`config.mk`:
```
export PLATFORM = sky130hd
export DESIGN_NAME = pulse_period_meter
export DESIGN_NICKNAME = d
export VERILOG_FILES = /design/src/rtl/pulse_pkg.sv /design/src/rtl/pulse_period_meter.sv
export SDC_FILE = /design/constraint.sdc
export NUM_CORES = 1
export LEC_CHECK = 0
export CORE_ASPECT_RATIO = 1.25
export CORE_MARGIN = 2
export CORE_UTILIZATION = 45
export CTS_BUF_LIST = sky130_fd_sc_hd__clkbuf_16
export CTS_CLUSTER_DIAMETER = 60
export DETAILED_ROUTE_END_ITERATION = 10
export PLACE_DENSITY_LB_ADDON = 0.08
export SYNTH_ARGS = -nofsm -noshare
export SYNTH_HDL_FRONTEND = slang
export SYNTH_SLANG_ARGS = --single-unit
```
`constraint.sdc`:
```
create_clock -name clk -period 1.7 [get_ports clk]
set_clock_uncertainty 0.05 [all_clocks]
set_input_delay 0.255 -clock clk [delete_from_list [all_inputs] [get_ports clk]]
set_output_delay 0.255 -clock clk [all_outputs]
set_load 0.05 [all_outputs]
```
`src/rtl/pulse_pkg.sv`:
```
// Shared types for the pulse period meter.
package pulse_pkg;

  typedef enum logic [1:0] {
    S_IDLE,
    S_MEASURE,
    S_OVERFLOW
  } meter_state_t;

  localparam int unsigned MATCH_W = 4;

endpackage

```
`src/rtl/pulse_period_meter.sv`:
```
// Measures the spacing between single-cycle strobes on pulse_in and reports it
// as "ticks" (period in clocks minus one), with lock and overflow indication.
module pulse_period_meter
  import pulse_pkg::*;
#(
  parameter int unsigned N          = 8,
  parameter int unsigned LOCK_COUNT = 2
) (
  input  logic         clk,
  input  logic         rst,
  input  logic         ena,
  input  logic         pulse_in,
  output logic [N-1:0] ticks_out,
  output logic         valid,
  output logic         locked,
  output logic         overflow
);

  localparam logic [MATCH_W-1:0] LOCK_THR = MATCH_W'(LOCK_COUNT);

  meter_state_t       state_q, state_d;
  logic [N-1:0]       cnt_q, cnt_d;
  logic [N-1:0]       ticks_q, ticks_d;
  logic [MATCH_W-1:0] match_q, match_d;
  logic               prior_q, prior_d;
  logic               valid_q, valid_d;
  logic               locked_q, locked_d;
  logic               ovf_q, ovf_d;

  // Next-state: counter, FSM and lock tracker evaluated together
  always_comb begin
    state_d  = state_q;
    cnt_d    = cnt_q;
    ticks_d  = ticks_q;
    match_d  = match_q;
    prior_d  = prior_q;
    valid_d  = 1'b0;
    locked_d = locked_q;
    ovf_d    = ovf_q;
    if (ena) begin
      unique case (state_q)
        S_IDLE: begin
          if (pulse_in) begin
            state_d = S_MEASURE;
            cnt_d   = '0;
          end
        end
        S_MEASURE: begin
          if (pulse_in) begin
            ticks_d = cnt_q;
            valid_d = 1'b1;
            cnt_d   = '0;
            prior_d = 1'b1;
            if (prior_q && (cnt_q == ticks_q)) begin
              match_d = (match_q == '1) ? match_q : match_q + 1'b1;
            end else begin
              match_d = MATCH_W'(1);
            end
            locked_d = (match_d >= LOCK_THR);
          end else if (cnt_q != '1) begin
            cnt_d = cnt_q + 1'b1;
          end else begin
            // Counter pinned at all-ones: no wrap, lock history discarded
            state_d  = S_OVERFLOW;
            ovf_d    = 1'b1;
            locked_d = 1'b0;
            match_d  = '0;
            prior_d  = 1'b0;
          end
        end
        S_OVERFLOW: begin
          if (pulse_in) begin
            state_d = S_MEASURE;
            cnt_d   = '0;
            ovf_d   = 1'b0;
          end
        end
        default: begin
          state_d = S_IDLE;
        end
      endcase
    end
  end

  // State and registered outputs
  always_ff @(posedge clk or negedge rst) begin
    if (!rst) begin
      state_q  <= S_IDLE;
      cnt_q    <= '0;
      ticks_q  <= '0;
      match_q  <= '0;
      prior_q  <= 1'b0;
      valid_q  <= 1'b0;
      locked_q <= 1'b0;
      ovf_q    <= 1'b0;
    end else begin
      state_q  <= state_d;
      cnt_q    <= cnt_d;
      ticks_q  <= ticks_d;
      match_q  <= match_d;
      prior_q  <= prior_d;
      valid_q  <= valid_d;
      locked_q <= locked_d;
      ovf_q    <= ovf_d;
    end
  end

  assign ticks_out = ticks_q;
  assign valid     = valid_q;
  assign locked    = locked_q;
  assign overflow  = ovf_q;

endmodule

```
==> metrics.cfg, run 1 <==
[synth]
synth_cell_types = 40
ys.warnings.count = 0
synth-seq-area-share_pct = 46.8
synth-seq-cells = 26
netlist_instances = 154
avgSynthCellArea_sq_um = 9.02
synth_edf_count = 0
syn_nets = 160
syn_area_sq_mm = 0.00139
ys.flop_type = dfrtp_1
async_flop_share_pct = 100

[cells_and_area]
fillers = 250
layout_common_cells = nand2_1 (30), buf_4 (28), dfrtp_1 (25)
diodes = 0
final_common_cell = nand2_1
drive_gt1_share_pct = 28.0
nets = 189
final_cells = 218
area_growth_pct = 31.2

[routing]
wl_per_cell_um = 14.7
drc_errors = 0
via_count = 1240
antenna_left = 0
vias_per_cell = 5.69
dr.first_iter.drc_count = 56
drt-pass1-iter-count = 6
routed_wl_mm = 3.20

[sta]
fin_setup_tns_ps = 0
fin_crit_sh_pct = 97.8
worst_pin_slew_ps = 413
hold_viol = 0
period_minus_slack_ps = 1660
fmax_mhz = 601
finalSetupViolCount = 0
slew_headroom_pct = 72.4
slew_violations = 0
rsz0062_at_grt = true

[placed_design]
hpwl_mm = 2.29
portBuffers = 14
dpl.cell_count = 212
gp_congestion = 0.848

[worst_setup_path]
worstSetupEndpointType = register
critPathMostFrequentCell = o21ai_1
cp_max_fo = 7
critPathSlowestCell = dfrtp_1
critPathArrivalTime_ps = 1760
cp.required_ps = 1800
worstSetupStartpointType = register
criticalPathCategory = reg -> reg
cp_cell_sequence = nand3_2 > or3_4 > a21o_4 > o21ai_1 > o21ai_1
critPathMaxStageDelay_ps = 480

[global_routing]
grt_pass1_vias = 1155
grt_pass1_wl_mm = 5.14
antenna_found_initial = 0
grt.total_usage_pct = 19.9
grt_max_degree = 27
overflow = 0

[clocking]
cts_htree_levels = 1
cts_max_path_buffers = 2
root_buffer = clkbuf_16
cts_sinks = 26
worstSkewPairLatency_ps = 260
cts_buffers = 3
cts_hold_buf = 0
clkTransAtPathRegs_ps = 60
tritoncts = built

[power_and_ir_drop]
p_per_area_mw_per_mm2 = 1040
ir_worst_vdd_uv = 631
cellLeakagePower_nw = 0.829

[status]
outcome = finished, final reports clean

[floorplan]
start_util_pct = 47.2
core_sq_mm = 0.00295
fp-row-count = 22
die_w_um = 53.7
die_area_sq_mm = 0.00355
ioPinCount = 15
die_h_um = 66.1

[run]
max_cap_violations = 0

[worst_hold_path]
hp-class = in -> async

[through the flow]
stage          power, W  setup WS [ps]  util [%]  instance area [sq um]  hold slack, ps
6_report        0.00190           36.6      61.9                   1820             307
5_1_grt         0.00199          -33.7      61.9                   1820             366
4_1_cts         0.00187           7.10      58.9                   1730             319
3_5_place_dp    0.00118           -166      55.3                   1630             425
3_3_place_gp    0.00117          -75.9      55.3                   1630             414
2_1_floorplan   0.00103           23.7         -                   1390           -90.6
[power breakdown]
part	total, W	internal (W)	switching (W)
sequential	0.000746	0.000678	0.0000675
combinational	0.000466	0.000184	0.000282
clock	0.000687	0.000469	0.000218
total	0.00190	0.00133	0.000568
[metal layers]
metal	global-route usage, %	share of wire, %	up-vias
li1	-	-	601
met1	23.9	40	608
met2	34.5	55	24
met3	2.71	3.0	7
met4	8.33	1.7	0
met5	0	0	-
[synth_stat cells (2+ instances only)]
master / count / share of area, %
nand2_1: 30 / 8.1
dfrtp_1: 26 / 47
o21ai_0: 11 / 4.0
a21oi_1: 9 / 3.2
inv_1: 7 / 1.9
nand3_1: 7 / 2.5
nor2_1: 7 / 1.9
a31oi_1: 5 / 2.3
buf_2: 5 / 1.8
xnor2_1: 5 / 3.2
nand3b_1: 4 / 2.2
nor3_1: 3 / 1.1
a41oi_1: 2 / 1.3
and3_1: 2 / 0.90
clkbuf_1: 2 / 0.54
ha_1: 2 / 1.8
nand2b_1: 2 / 0.90
o21ai_1: 2 / 0.72
o41ai_1: 2 / 1.3
[worst max-delay path: cells and delay by family, from the launching register on]
kind             cells  cell delay [ps]
AO/OA/AOI/OAI        3              440
flip-flops           1              480
AND/OR/NAND/NOR      2              570
[flip-flops by register name (all words and copies together), names as in the netlist]
| register | cells |
|---|---|
| prior_q | 1 |
| valid | 1 |
| state_q | 2 |
| overflow | 1 |
| ticks_out | 8 |
| locked | 1 |
| cnt_q | 8 |
| match_q | 4 |
[cells by family after synthesis]
group	Yosys count	synth area share, %
flip-flops	26	46.8
AND/OR/NAND/NOR	64	24.4
XOR/XNOR	6	3.78
adder cells (fa/ha/maj)	2	1.80
buffers and inverters	15	4.50
AO/OA/AOI/OAI	40	17.8
multiplexers	1	0.811
[final timing paths]
| check | startpoint | end | slack (ps) | cells after the start |
|---|---|---|---|---|
| max in group asynchronous | rst | state_q[0] | 1020 | 2 |
| hold / removal | rst | ticks_out[7] | 310 | 2 |
| min in group clk | ena | state_q[1] | 330 | 4 |
| setup reg to reg | cnt_q[6] | match_q[0] | 40 | 5 |
| setup / recovery | cnt_q[6] | match_q[0] | 40 | 5 |
| hold reg to reg | locked | locked | 450 | 2 |
[cell type report]
| type | instances | area (sq um) | area share [%] |
|---|---|---|---|
| multi-input cells | 113 | 747 | 41.0 |
| inverters | 8 | 30.0 | 1.65 |
| repair buffers | 31 | 243 | 13.3 |
| clock inverters | 1 | 30.0 | 1.65 |
| clock buffers | 3 | 75.1 | 4.12 |
| flip-flops and latches | 26 | 652 | 35.8 |
| well taps | 36 | 45.0 | 2.47 |
[what timing repair did]
action / CTS / global route
setup endpoints to repair: 0 / 11
resized for setup: 0 / 13
buffers inserted: 0 / 2
Power figures use the tool's default switching activity.
==> run 2, diff against run 1 <==
Settings changed: CORE_ASPECT_RATIO 1.25 to unset, REMOVE_ABC_BUFFERS set to 1.
==> metrics.cfg, run 2 (synthesis results as in run 1) <==
[sta]
slew_headroom_pct = 72.1
fin_crit_sh_pct = 96.0
worst_pin_slew_ps = 419
slew_violations = 0
fmax_mhz = 613
hold_ws_ps = 324
hold_viol = 0
fin_ws_ps = 68.6
fin_setup_tns_ps = 0
finalSetupViolCount = 0
period_minus_slack_ps = 1630
rsz0062_at_grt = true

[clocking]
cts_max_path_buffers = 2
root_buffer = clkbuf_16
tritoncts = built
cts_htree_levels = 1
clkTransAtPathRegs_ps = 60
cts_hold_buf = 0
cts_sinks = 26
cts_buffers = 3
worstSkewPairLatency_ps = 260

[cells_and_area]
diodes = 0
final_common_cell = nand2_1
layout_common_cells = nand2_1 (30), buf_4 (28), dfrtp_1 (25)
final_area_sq_mm = 0.00176
area_growth_pct = 26.4
drive_gt1_share_pct = 24.7
nets = 189
fillers = 275

[worst_hold_path]
hp-class = in -> async

[worst_setup_path]
critPathSlowestCell = dfrtp_1
criticalPathCategory = reg -> reg
cp_cell_sequence = or2b_1 > o2111ai_1 > nor4_1 > o21a_1 > o21ai_1
critPathMaxStageDelay_ps = 470
cp.required_ps = 1790
worstSetupStartpointType = register
cp_max_fo = 7
critPathArrivalTime_ps = 1720
worstSetupEndpointType = register

[placed_design]
portBuffers = 14
dpl_cell_area_sq_mm = 0.00162
dp_slack_ps = -91.6
hpwl_mm = 2.24
gp_congestion = 0.811

[floorplan]
core_sq_mm = 0.00300
die_area_sq_mm = 0.00355
die_w_um = 59.6
die_h_um = 59.6
start_util_pct = 46.3
fp-row-count = 20
ioPinCount = 15

[global_routing]
grt_pass1_wl_mm = 4.95
grt_pass1_vias = 1106
grt_max_degree = 27
antenna_found_initial = 0
overflow = 0
grt.total_usage_pct = 18.6

[routing]
dr.first_iter.drc_count = 57
via_count = 1228
highest_layer = met4
antenna_left = 0
drc_errors = 0
routed_wl_mm = 3.19
wl_met2_mm = 1.57
wl_met1_mm = 1.46
route.met3.wl_um = 125
wl_per_cell_um = 14.8
drt-pass1-iter-count = 4
vias_per_cell = 5.71

[power_and_ir_drop]
ir_worst_vdd_uv = 515
p_per_area_mw_per_mm2 = 975
cellLeakagePower_nw = 0.793

[status]
outcome = finished, final reports clean

[run]
max_cap_violations = 0

run 2: path summary, 6_finish.rpt:
| path | start | depth (start not counted) | slack, ps | endpoint |
|---|---|---|---|---|
| max reg2reg | cnt_q[3] | 5 | 70 | match_q[0] |
| max in group asynchronous | rst | 2 | 1000 | cnt_q[6] |
| min in group clk | locked | 2 | 440 | locked |
| min reg2reg | locked | 2 | 440 | locked |
| min | rst | 2 | 320 | ticks_out[0] |
| max | cnt_q[3] | 5 | 70 | match_q[0] |
run 2: final cells by class:
| class | count | area, sq um | area share [%] |
|---|---|---|---|
| clock buffers | 3 | 75.1 | 4.28 |
| multi-input cells | 113 | 713 | 40.6 |
| repair buffers | 31 | 240 | 13.7 |
| clock inverters | 1 | 3.75 | 0.214 |
| well taps | 33 | 41.3 | 2.35 |
| flip-flops and latches | 26 | 652 | 37.1 |
| inverters | 8 | 30.0 | 1.71 |
run 2: where the power goes:
group	leakage [nW]	internal, W	switching, W	total, W
Clock	0.0385	0.000314	0.000202	0.000517
Sequential	0.346	0.000678	0.0000622	0.000740
Combinational	0.409	0.000177	0.000278	0.000455
run 2: layer usage:
metal	vias up	track usage (%)
met5	-	0
met4	0	4.76
met3	4	3.28
met2	27	31.1
met1	595	24.8
li1	602	-
run 2: worst max-delay path, delay by kind of cell, from the launching register on:
family / cells / cell delay, ps
flip-flops: 1 / 470
AO/OA/AOI/OAI: 3 / 410
AND/OR/NAND/NOR: 2 / 590
run 2: timing repair:
| action | CTS | global route |
|---|---|---|
| setup buffers | 0 | 3 |
| gates resized for setup | 1 | 7 |
| setup endpoints to repair | 1 | 8 |
| hold endpoints to repair | 0 | 0 |
| pin swaps | 0 | 6 |
run 2: stage by stage:
step / utilization (%) / power (W) / instances
2_1_floorplan: - / 0.00102 / 147
3_3_place_gp: 53.8 / 0.00117 / 208
3_5_place_dp: 53.8 / 0.00118 / 208
4_1_cts: 56.5 / 0.00170 / 212
5_1_grt: 58.5 / 0.00180 / 215
6_report: 58.5 / 0.00171 / 215
